**src/rtl/lsu_pkg.sv**
```systemverilog
// Shared load/store types: data-type encodings (also used by the ALU decoder),
// FSM states and the default bus-timeout depth.
package lsu_pkg;

  typedef enum logic [1:0] {
    DT_WORD = 2'b00,
    DT_BYTE = 2'b01,
    DT_HALF = 2'b10
  } data_type_e;

  typedef enum logic [1:0] {
    ST_IDLE = 2'b00,
    ST_BUSY = 2'b01,
    ST_RESP = 2'b10
  } lsu_state_e;

  localparam int TIMEOUT_DEF = 16;

  // Reserved type (2'b11) is always rejected; bytes can sit on any lane.
  function automatic logic is_misaligned(input logic [1:0] dtype, input logic [1:0] addr_lo);
    case (dtype)
      DT_WORD: return (addr_lo != 2'b00);
      DT_HALF: return addr_lo[0];
      DT_BYTE: return 1'b0;
      default: return 1'b1;
    endcase
  endfunction

endpackage

```
**src/rtl/lsu_load_align.sv**
```systemverilog
// Combinational load-data aligner: shifts the addressed lane down to bit 0
// and sign- or zero-extends it to 32 bits.
module lsu_load_align
  import lsu_pkg::*;
(
  input  logic [31:0] rdata,
  input  logic [1:0]  addr_lo,
  input  logic [1:0]  dtype,
  input  logic        is_unsigned,
  output logic [31:0] data
);

  logic [31:0] shifted;
  logic        sx;

  assign shifted = rdata >> {addr_lo, 3'b000};
  assign sx      = ~is_unsigned;

  always_comb begin
    data = shifted;
    case (dtype)
      DT_BYTE: data = {{24{sx & shifted[7]}}, shifted[7:0]};
      DT_HALF: data = {{16{sx & shifted[15]}}, shifted[15:0]};
      default: data = shifted;
    endcase
  end

endmodule

```
**src/rtl/lsu_data_unit.sv**
```systemverilog
// Load/store data unit: single-outstanding request, alignment check, lane-shifted
// bus access with byte enables, extended load return and an ack timeout.
module lsu_data_unit
  import lsu_pkg::*;
#(
  parameter int TIMEOUT = TIMEOUT_DEF,
  parameter int AW      = 32
) (
  input  logic          clk,
  input  logic          rst,
  input  logic          req_valid,
  output logic          req_ready,
  input  logic          req_write,
  input  logic [1:0]    req_type,
  input  logic          req_unsigned,
  input  logic [AW-1:0] req_addr,
  input  logic [31:0]   req_wdata,
  output logic          resp_valid,
  output logic [31:0]   resp_rdata,
  output logic          resp_err,
  output logic          mem_req,
  output logic          mem_we,
  output logic [AW-1:0] mem_addr,
  output logic [3:0]    mem_be,
  output logic [31:0]   mem_wdata,
  input  logic          mem_ack,
  input  logic [31:0]   mem_rdata
);

  lsu_state_e  state;
  logic [7:0]  cnt;
  logic [1:0]  addr_lo_q;
  logic [1:0]  dtype_q;
  logic        uns_q;
  logic [3:0]  be_next;
  logic [31:0] wdata_next;
  logic [31:0] load_data;
  logic        bad_req;

  assign bad_req = is_misaligned(req_type, req_addr[1:0]);

  always_comb begin
    be_next    = 4'b1111;
    wdata_next = req_wdata;
    case (req_type)
      DT_BYTE: begin
        be_next    = 4'b0001 << req_addr[1:0];
        wdata_next = {4{req_wdata[7:0]}};
      end
      DT_HALF: begin
        be_next    = 4'b0011 << req_addr[1:0];
        wdata_next = {2{req_wdata[15:0]}};
      end
      default: begin
        be_next    = 4'b1111;
        wdata_next = req_wdata;
      end
    endcase
  end

  lsu_load_align u_align (
    .rdata       (mem_rdata),
    .addr_lo     (addr_lo_q),
    .dtype       (dtype_q),
    .is_unsigned (uns_q),
    .data        (load_data)
  );

  always_ff @(posedge clk or posedge rst) begin
    if (rst) begin
      state      <= ST_IDLE;
      req_ready  <= 1'b1;
      resp_valid <= 1'b0;
      resp_rdata <= '0;
      resp_err   <= 1'b0;
      mem_req    <= 1'b0;
      mem_we     <= 1'b0;
      mem_addr   <= '0;
      mem_be     <= '0;
      mem_wdata  <= '0;
      cnt        <= '0;
      addr_lo_q  <= '0;
      dtype_q    <= '0;
      uns_q      <= 1'b0;
    end else begin
      case (state)
        ST_IDLE: begin
          resp_valid <= 1'b0;
          if (req_valid) begin
            addr_lo_q <= req_addr[1:0];
            dtype_q   <= req_type;
            uns_q     <= req_unsigned;
            req_ready <= 1'b0;
            cnt       <= '0;
            if (bad_req) begin
              state      <= ST_RESP;
              resp_valid <= 1'b1;
              resp_err   <= 1'b1;
              resp_rdata <= '0;
            end else begin
              state     <= ST_BUSY;
              mem_req   <= 1'b1;
              mem_we    <= req_write;
              mem_addr  <= {req_addr[AW-1:2], 2'b00};
              mem_be    <= be_next;
              mem_wdata <= wdata_next;
            end
          end
        end
        ST_BUSY: begin
          // An ack on the final timeout cycle still wins.
          if (mem_ack) begin
            state      <= ST_RESP;
            mem_req    <= 1'b0;
            resp_valid <= 1'b1;
            resp_err   <= 1'b0;
            resp_rdata <= mem_we ? 32'd0 : load_data;
            cnt        <= '0;
          end else if (cnt == 8'(TIMEOUT - 1)) begin
            state      <= ST_RESP;
            mem_req    <= 1'b0;
            resp_valid <= 1'b1;
            resp_err   <= 1'b1;
            resp_rdata <= '0;
            cnt        <= '0;
          end else begin
            cnt <= cnt + 8'd1;
          end
        end
        ST_RESP: begin
          state      <= ST_IDLE;
          resp_valid <= 1'b0;
          resp_err   <= 1'b0;
          req_ready  <= 1'b1;
          cnt        <= '0;
        end
        default: begin
          state     <= ST_IDLE;
          req_ready <= 1'b1;
          mem_req   <= 1'b0;
        end
      endcase
    end
  end

endmodule

```
**config.mk**
```make
export PLATFORM = sky130hd
export DESIGN_NAME = lsu_data_unit
export DESIGN_NICKNAME = d
export VERILOG_FILES = /design/src/rtl/lsu_pkg.sv /design/src/rtl/lsu_load_align.sv /design/src/rtl/lsu_data_unit.sv
export SDC_FILE = /design/constraint.sdc
export NUM_CORES = 1
export LEC_CHECK = 0
export ABC_AREA = 1
export BUFFER_PORTS_ARGS = -buffer_cell sky130_fd_sc_hd__buf_2
export CORE_UTILIZATION = 52
export DETAILED_ROUTE_END_ITERATION = 12
export GPL_TIMING_DRIVEN = 0
export PLACE_DENSITY = 0.86
export SYNTH_ARGS = -nofsm -noshare
export SYNTH_HDL_FRONTEND = slang
export SYNTH_SLANG_ARGS = --single-unit
```
**constraint.sdc**
```tcl
create_clock -name clk -period 6.6 [get_ports clk]
set_clock_uncertainty 0.05 [all_clocks]
set_input_delay 1.32 -clock clk [delete_from_list [all_inputs] [get_ports clk]]
set_output_delay 1.32 -clock clk [all_outputs]
set_load 0.02 [all_outputs]
```
==> out/results.tsv, run 1 <==
metric	value	unit
status	complete, no violations	
p_switching	1.64	mW
whs	0.407	ns
start_kind	primary input	
syn_avg_cell_area	7.74	µm²
cap_viol_max_count	0	
cts-root-buf	clkbuf_16	
dpl.hpwl	12600	µm
io_buffer_count	206	
ys_seq_area_share	48.5	%
wl	17500	µm
p_per_area	490	nW/µm²
fin_area	8000	µm²
vdd_ir_drop_max	326	µV
cts_buffer_depth	2	
yosysWarningCount	0	
synth_top_family_by_area	simple AND/OR/NAND/NOR gates	
synthDominantCellAreaShare	48.1	%
endpoint_kind	register	
dp_slack	3.42	ns
r2r-start	state[1]$_DFFE_PP0P_	
dieArea	12100	µm²
post_cts_buffers	0	
synth_area	6090	µm²
period_minus_slack	2.71	ns
slew_headroom	60.1	%
finalMaxSlewViolations	0	
core	11400	µm²
grtUsageTotal	29.7	%
synthDistinctLibCells	34	
htree_levels	4	
avgRoutedWirePerCell	14.9	µm
synthAdderAreaFrac	2.26	%
placedCellCount	1138	
yosys.area_share.simple	31.6	%
grt_max_degree	65	
async_flop_share	100	%
synth-xor-area-share	0	%
synth_area_leaders	dfrtp_1 (48%), nand2_1 (21%), nand3_1 (6.6%), o21ai_0 (3.4%), inv_1 (2.6%)	
synth_commonest_cells	nand2_1 (338), dfrtp_1 (117), nand3_1 (80)	
cp_max_fo	9	
ant_nets	0	
vias	6110	
diodes	0	
cts_sinks	118	
drive_above_1_share	28.6	%
final_cells	1170	
grt_setup_unrepaired	no	
max_freq	368	MHz
fin_crit_sh	41.1	%
p_int	2.28	mW
fill_cells	980	
clock_latency	0.42	ns
clockPowerShare	26.6	%
cts_buffers	17	
clk_pin_slew_worst_paths	0.05	ns
rows	39	
fin_ws	3.89	ns
yosys.area.top_type	dfrtp_1	
syn_inst	787	
gp_congestion	0.942	
die_w	110	µm
drc	0	
initial_core_util	53.3	%
ys_seq_elements	118	
synth_compound_area_share	9.58	%
final_nets	1129	
hold_start	req_ready$_DFFE_PP1P_	
crit_type	primary input to register	
die_h	110	µm
finalPower	3.92	mW
first_pass_iters	6	
syn_to_final_growth	31.4	%
pwr-share-comb	44.3	%
synthFlopType	dfrtp_1	
synth_edf_count	0	
hold_buffers	0	
yosysMostFrequentCell	nand2_1	
antenna_found_initial	0	
grt_pass1_wl	27100	µm
finalHoldViolations	0	
drtIter0Drc	455	
cp.required	6.89	ns
p_seq_share	29.1	%
io_pins	209	
tightest_slew	0.597	ns
p_sw_share	41.7	%
tns	0	ns
cts_tree	done	
crit_arrival	3.00	ns
synth.mux.area_fraction	0.185	%
placed_area	7330	µm²
final_util	70.1	%
viasPerCell	5.22	
p_leak	4.54	nW
grt_pass1_vias	5749	
worstSetupStartpoint	req_type[1]	
cts_resized	0	
setup_viol	0	
hold_path_class	register to register	
grt_overflow	0	
registers in the layout, indices dropped and copies added, names as in the netlist:
register	flops
addr_lo_q	2
cnt	8
dtype_q	2
mem_addr	30
mem_be	4
mem_req	1
mem_wdata	32
mem_we	1
req_ready	1
resp_err	1
resp_rdata	32
resp_valid	1
state	2
uns_q	1
final timing paths:
path	to	slack [ns]	cells after the start
hold / removal	req_ready$_DFFE_PP1P_	0.41	2
min in group asynchronous	mem_addr[8]$_DFFE_PP0P_	0.89	2
hold reg to reg	req_ready$_DFFE_PP1P_	0.41	2
max in group asynchronous	mem_wdata[12]$_DFFE_PP0P_	4.89	3
setup / recovery	mem_wdata[16]$_DFFE_PP0P_	3.89	7
setup reg to reg	resp_rdata[1]$_DFFE_PP0P_	4.65	9
cell families after synthesis:
logic type | count (synthesis)
AND/OR/NAND/NOR | 466
flip-flops | 118
AO/OA/AOI/OAI | 99
buffers and inverters | 91
adder cells (fa/ha/maj) | 11
multiplexers | 1
other | 1
power by group through the flow:
stage	clock, mW	combinational (mW)	sequential (mW)
floorplan	0	0.890	1.44
global placement	0	1.70	1.14
detailed placement	0	1.73	1.14
CTS	1.05	1.74	1.14
global route	1.08	1.92	1.17
finish	1.04	1.74	1.14
final cells by class:
class | instances | area, µm² | share of cell area (%)
sequential | 118 | 2950 | 36.9
multi-input combinational | 579 | 2670 | 33.3
timing repair buffer | 207 | 1060 | 13.2
clock buffer | 21 | 470 | 5.88
buffer | 44 | 293 | 3.66
clock inverter | 11 | 194 | 2.42
inverter | 47 | 184 | 2.30
tap | 143 | 179 | 2.24
metal layers:
layer,global-route usage [%],share of wire (%)
met1,36.3,40
met2,48.4,48
met3,8.23,8.2
met4,14.7,3.6
met5,0,0
placed cells by master, fill, tap and decap left out, types with 3 or more instances in the layout:
cell type  Yosys  routed
a31oi_1        7       7
dfrtp_1      117     117
o21ai_0       41      41
nand3_2        4       4
clkbuf_8       0       3
buf_4         10      10
nand4_1        4       4
buf_2         12     218
inv_2          3       3
clkbuf_16      0      17
buf_6         10      10
inv_1         42      41
inv_6          0       3
nand2_2        5       5
bufinv_16      0       5
a21oi_1       19      19
nand3_1       80      80
o21a_1        16      16
a22oi_1        8       8
nor2_1        28      28
nand2_1      338     338
clkbuf_1      12      13
ha_1          11      11
critical path, stage by stage:
cell and delay [ns]:
buf_2 0.11, inv_1 0.07, ha_1 0.30, clkinv_1 0.26, nor2_1 0.56, a22oi_1 0.17, o21ai_0 0.21
Note: power is estimated with default switching activity, not from simulation.
==> run 2: changes to the inputs <==
- ABC_AREA: 1 -> 0
- CORE_UTILIZATION: 52 -> 51
- PLACE_DENSITY: 0.86 -> 0.85
- clock period: 6.6 -> 2.7 ns (I/O delays scaled with it)
==> run 2 against run 1 <==
  * Combinational power increased to 2.6 times the previous value
  * First-iteration DRC count is 9.2% higher
  * Wire length up 6.5%
  * Worst setup slack worse by 3.8 ns
  * Largest power group unchanged
==> out/results.tsv, run 2 <==
metric	value	unit	change
cts-root-buf	clkbuf_16		
initial_core_util	52.7	%	-0.66 points
final_nets	880		-22%
avgRoutedWirePerCell	20.2	µm	+35%
reg2reg_setup_slack	0.13	ns	-4.52 ns
ant_nets	0		unchanged
critPathTopFamily	buffers and inverters		
die_w	111	µm	+0.55%
ys_seq_elements	118		unchanged
grtUsageTotal	30.6	%	+0.94 points
io_buffer_count	206		unchanged
htree_levels	4		unchanged
grt_max_degree	46		-29%
start_kind	register		
worstSetupStartpoint	state[1]$_DFFE_PP0P_		
crit_arrival	2.82	ns	-0.18 ns
placedCellCount	890		-22%
cp_max_fo	10		+1
critical_path.slowest_cell	or4_1		
async_flop_share	100	%	unchanged
wl	18600	µm	+6.5%
cpPeakStageDelay	0.50	ns	-0.06 ns
synth_area_leaders	dfrtp_1 (48%), mux2_2 (9.5%), o41ai_2 (4.3%), o21ai_0 (4.0%), o41ai_1 (3.6%)		
slew_headroom	48.3	%	-12 points
synthFlopType	dfrtp_1		
crit_top_cell	clkbuf_1		
first_pass_iters	6		unchanged
synthDominantCellAreaShare	48.5	%	+0.40 points
final_cells	922		-21%
dieArea	12300	µm²	+1.1%
hold_path_class	primary input to asynchronous set/reset pin		
drive_above_1_share	41.4	%	+13 points
period_minus_slack	2.57	ns	
crit_type	register to register		
synth_area	6040	µm²	-0.82%
status	complete, no violations		
rows	39		unchanged
antenna_found_initial	3		+3
finalMaxSlewViolations	0		unchanged
tns	0	ns	unchanged
grt_pass1_vias	5651		-1.7%
clk_pin_slew_worst_paths	0.06	ns	about the same
grt_pass1_wl	29200	µm	+7.9%
yosysMostFrequentCell	dfrtp_1		
layout_common_cells	buf_2 (210), dfrtp_1 (117), mux2_2 (51), o21ai_0 (48), clkbuf_1 (40)		
drc	0		unchanged
r2r-start	state[1]$_DFFE_PP0P_		
grt_setup_unrepaired	no		
p_seq_share	29.5	%	+0.4 points
cts_sinks	118		unchanged
fin_crit_sh	95.1	%	
p_leak	3.81	nW	-16%
final_common_cell	buf_2		
grt_overflow	0		unchanged
endpoint_kind	register		
cts_buffer_depth	2		unchanged
clock_latency	0.42	ns	about the same
core	11500	µm²	+0.43%
post_cts_buffers	0		unchanged
p_int	5.40	mW	+140%
cts_tree	done		
vias	5561		-9.0%
yosysWarningCount	0		unchanged
cts_buffers	17		unchanged
cp.required	2.95	ns	-3.94 ns
placed_area	7300	µm²	-0.53%
yosys.area.top_type	dfrtp_1		
die_h	111	µm	+0.55%
syn_inst	538		-32%
io_pins	209		unchanged
fill_cells	832		-15%
dpl.hpwl	13400	µm	+6.7%
cap_viol_max_count	0		unchanged
whs	0.209	ns	-0.198 ns
crit_buf_inv	5		+2
clockPowerShare	22.3	%	-4.3 points
p_switching	4.16	mW	+150%
vdd_ir_drop_max	889	µV	+170%
setup_viol	0		unchanged
pwr-share-comb	48.2	%	+3.9 points
tightest_slew	0.775	ns	+0.178 ns
finalHoldViolations	0		unchanged
synth_commonest_cells	dfrtp_1 (117), mux2_2 (51), o21ai_0 (48)		
syn_avg_cell_area	11.2	µm²	+45%
ys_seq_area_share	48.9	%	+0.40 points
hold_buffers	0		unchanged
syn_to_final_growth	30.3	%	
synthDistinctLibCells	46		+35%
synth_edf_count	0		unchanged
top_regs	mem_wdata (32), resp_rdata (32), mem_addr (30)		
viasPerCell	6.03		+15%
max_freq	389	MHz	
cp_cell_sequence	inv_1 -> ha_1 -> clkbuf_1 -> nor2b_1 -> clkbuf_1 -> or4_1 -> buf_2 -> buf_6 -> o41ai_2		
drtIter0Drc	497		+9.2%
fin_area	7870	µm²	-1.6%
gp_congestion	0.926		-1.7%
p_sw_share	43.5	%	+1.8 points
p_per_area	1210	nW/µm²	+150%
[run 2: logic make-up after synthesis]
logic type,Yosys count,share of synthesized area (%)
compound gates,169,22.5
flops,118,48.9
simple gates,100,8.29
xor+xnor,4,0.580
buf+inv,64,4.52
other cells,1,0.0621
mux,71,12.9
fa+ha+maj,11,2.28
[run 2: cell type report]
class | count | area (µm²) | share of cell area [%]
sequential | 118 | 2950 | 37.5
tap | 143 | 179 | 2.27
buffer | 51 | 230 | 2.93
multi-input combinational | 357 | 2830 | 36.0
clock inverter | 3 | 42.5 | 0.541
antenna | 1 | 2.50 | 0.0318
timing repair buffer | 208 | 1070 | 13.6
clock buffer | 29 | 510 | 6.49
inverter | 12 | 48.8 | 0.620
[run 2: routing by layer]
metal	vias to the layer above	routed length, µm	GRT usage (%)	part of all wire (%)
met4	4	622	12.0	3.3
met1	2701	7210	36.0	39
met3	53	1590	9.57	8.6
met2	323	9140	52.1	49
li1	2480	-	-	-
met5	-	24	0	0.13
[run 2: final timing paths]
kind / endpoint / depth (start not counted)
worst max register to register: resp_rdata[31]$_DFFE_PP0P_ / 9
worst min register to register: resp_rdata[2]$_DFFE_PP0P_ / 1
max in group asynchronous: req_ready$_DFFE_PP1P_ / 3
worst max-delay path: resp_rdata[31]$_DFFE_PP0P_ / 9
min in group clk: mem_addr[2]$_DFFE_PP0P_ / 2
worst min-delay path: uns_q$_DFFE_PP0P_ / 2
[run 2: stage by stage]
step | power (mW) | worst slack [ns] | utilization [%]
after floorplan | 5.85 | 0.228 | -
after global placement | 7.15 | -0.213 | 63.3
after detailed placement | 7.32 | -0.255 | 63.6
after CTS | 9.49 | 0.0204 | 68.5
after global routing | 10.0 | 0.0140 | 68.6
final | 9.56 | 0.131 | 68.6
[run 2: power by group through the flow]
stage	clock network (mW)	registers, mW	logic [mW]
floorplan	0	3.52	2.34
global placement	0	2.77	4.38
detailed placement	0	2.81	4.52
CTS	2.14	2.81	4.54
global route	2.23	2.89	4.92
finish	2.13	2.82	4.61
[run 2: repair_timing]
item | in CTS | in global routing
setup endpoints to repair | 20 | 68
pin swaps | 0 | 0
gates resized for setup | 2 | 6
[run 2: worst register-to-register path: cells and delay by family, from the launching register on]
kind                       cells  cell delay, ns
and+or+nand+nor                2            0.67
DFF                            1            0.40
AOI/OAI and AO/OA              1            0.34
adders and majority gates      1            0.18
buffers and inverters          5            0.82
==> run 3: changes to the inputs <==
- CELL_PAD_IN_SITES_DETAIL_PLACEMENT: default -> 1
- CELL_PAD_IN_SITES_GLOBAL_PLACEMENT: default -> 2
- CORE_UTILIZATION: 51 -> 31
- PLACE_DENSITY: 0.85 -> 0.84
==> run 3 against run 2 <==
  * Sequential power about the same
  * Via count decreased by 1.7%
  * Fmax increased by 4.7%
  * Die area increased by 63%
  * Final cell count increased by 14%
  * Hold slack got worse by 0.0058 ns
  * Sequential share of layout area decreased by 1.3 points
  * Combinational power increased by 4.6%
  * Highest routed layer unchanged
==> out/results.tsv, run 3 (synthesized netlist as in run 2, its figures left out) <==
metric	value	unit	change
initial_core_util	32.0	%	-21 points
finalHoldViolations	0		unchanged
tightest_slew	0.775	ns	+0.0000157 ns
regArea	2950	µm²	unchanged
io_buffer_count	206		unchanged
p_seq_share	28.5	%	-1.0 points
endpoint	resp_rdata[3]$_DFFE_PP0P_		
first_pass_iters	5		-1
finalMaxSlewViolations	0		unchanged
layout_common_cells	buf_2 (212), dfrtp_1 (117), mux2_2 (51), o21ai_0 (48)		
tns	0	ns	unchanged
cts_buffer_depth	2		unchanged
p_switching	4.38	mW	+5.4%
setup_viol	0		unchanged
cts-root-buf	clkbuf_16		
status	complete, no violations		
crit_arrival	2.70	ns	-0.12 ns
top_regs	mem_wdata (32), resp_rdata (32), mem_addr (30)		
dieArea	20000	µm²	+63%
drtIter0Drc	267		-46%
grt_pass1_vias	5976		+5.8%
finalPower	9.90	mW	+3.6%
hold_path_class	primary input to asynchronous set/reset pin		
final_cells	1047		+14%
vdd_ir_drop_max	518	µV	-42%
reg2reg_setup_slack	0.26	ns	+0.13 ns
grtUsageTotal	21.4	%	-9.2 points
io_pins	209		unchanged
multiInputGateArea	2850	µm²	+0.53%
grt_setup_unrepaired	no		
crit_type	primary input to register		
die_h	142	µm	+28%
viasPerCell	5.22		-13%
cp.required	2.95	ns	about the same
r2r_end	resp_rdata[23]$_DFFE_PP0P_		
ant_nets	0		unchanged
r2r-start	state[0]$_DFFE_PP0P_		
vias	5466		-1.7%
worstSetupStartpoint	req_type[0]		
final_common_cell	buf_2		
gp_congestion	0.936		+1.0%
p_sw_share	44.2	%	+0.76 points
clock_latency	0.42	ns	about the same
syn_to_final_growth	34.9	%	
hold_buffers	0		unchanged
die_w	142	µm	+28%
grt_overflow	0		unchanged
endpoint_kind	register		
final_nets	888		+0.91%
cp_max_fo	10		unchanged
p_leak	3.88	nW	+1.7%
antenna_found_initial	2		-1
fill_cells	2203		+160%
dpl.hpwl	15900	µm	+18%
htree_levels	4		unchanged
dp_slack	-0.372	ns	-0.117 ns
clk_pin_slew_worst_paths	0.06	ns	about the same
p_int	5.52	mW	+2.2%
drive_above_1_share	43.5	%	+2.1 points
slew_headroom	48.3	%	about the same
pwr-share-comb	48.7	%	+0.5 points
drc	0		unchanged
placedCellCount	1008		+13%
cts_tree	done		
grt_pass1_wl	33100	µm	+13%
rows	50		+28%
start_kind	primary input		
whs	0.204	ns	-0.00583 ns
cts_buffers	17		unchanged
p_per_area	1220	nW/µm²	about the same
cap_viol_max_count	0		unchanged
fin_ws	0.246	ns	+0.115 ns
period_minus_slack	2.45	ns	-0.115 ns
max_freq	407	MHz	+4.7%
worstRegToRegCells	8		-1
avgRoutedWirePerCell	19.7	µm	-2.2%
fin_crit_sh	90.9	%	-4.3 points
core	18900	µm²	+65%
grt_max_degree	34		-26%
wl	20700	µm	+11%
cts_sinks	118		unchanged
clockPowerShare	22.9	%	+0.6 points
run 3: layout make-up:
| cell class | count | area share [%] |
|---|---|---|
| inverter | 12 | 0.599 |
| sequential | 118 | 36.3 |
| buffer | 50 | 2.77 |
| multi-input combinational | 357 | 34.9 |
| timing repair buffer | 217 | 14.1 |
| antenna | 1 | 0.0307 |
| clock inverter | 13 | 1.69 |
| clock buffer | 19 | 5.56 |
| tap | 260 | 4.00 |
run 3: power groups by stage:
stage | Sequential, mW | Combinational [mW] | Clock [mW]
after floorplan | 3.52 | 2.34 | 0
after global placement | 2.79 | 4.47 | 0
after detailed placement | 2.84 | 4.62 | 0
after CTS | 2.82 | 4.68 | 2.31
after global routing | 2.90 | 5.22 | 2.38
final | 2.82 | 4.82 | 2.26
run 3: how the worst min path moves through the flow:
stage / from / end / slack (ns)
after floorplan: dtype_q[1]$_DFFE_PP0P_ / dtype_q[1]$_DFFE_PP0P_ / 0.43
after global placement: mem_wdata[9]$_DFFE_PP0P_ / mem_wdata[9]$_DFFE_PP0P_ / 0.41
after detailed placement: mem_wdata[14]$_DFFE_PP0P_ / mem_wdata[14]$_DFFE_PP0P_ / 0.42
after CTS: rst / mem_wdata[29]$_DFFE_PP0P_ / 0.22
after global routing: rst / mem_wdata[15]$_DFFE_PP0P_ / 0.26
final: rst / mem_wdata[15]$_DFFE_PP0P_ / 0.20
run 3: worst max-delay path: stages:
cell and delay (ns):
buf_2 0.11, inv_1 0.07, ha_1 0.24, or3_1 0.39
a21boi_2 0.42, or4_1 0.17, buf_2 0.21, buf_6 0.19
mux2_2 0.34
run 3: repair_timing:
action | in CTS | in global routing
endpoints found under the setup margin | 67 | 76
setup buffers | 0 | 8
hold endpoints to repair | 0 | 0
pin swaps | 0 | 1
gates resized for setup | 6 | 4
run 3: per-stage QoR:
| step | utilization [%] | area [µm²] |
|---|---|---|
| 2_1_floorplan | - | 6050 |
| 3_3_place_gp | 39.2 | 7400 |
| 3_5_place_dp | 39.5 | 7460 |
| 4_1_cts | 42.7 | 8070 |
| 5_1_grt | 43.1 | 8140 |
| 6_report | 43.1 | 8140 |
run 3: metal layers:
layer,track usage [%],vias up,part of all wire [%]
met4,6.51,2,1.5
met3,6.88,25,8.4
met2,36.1,237,48
met1,26.1,2712,42
li1,-,2490,-
met5,0,-,0.048
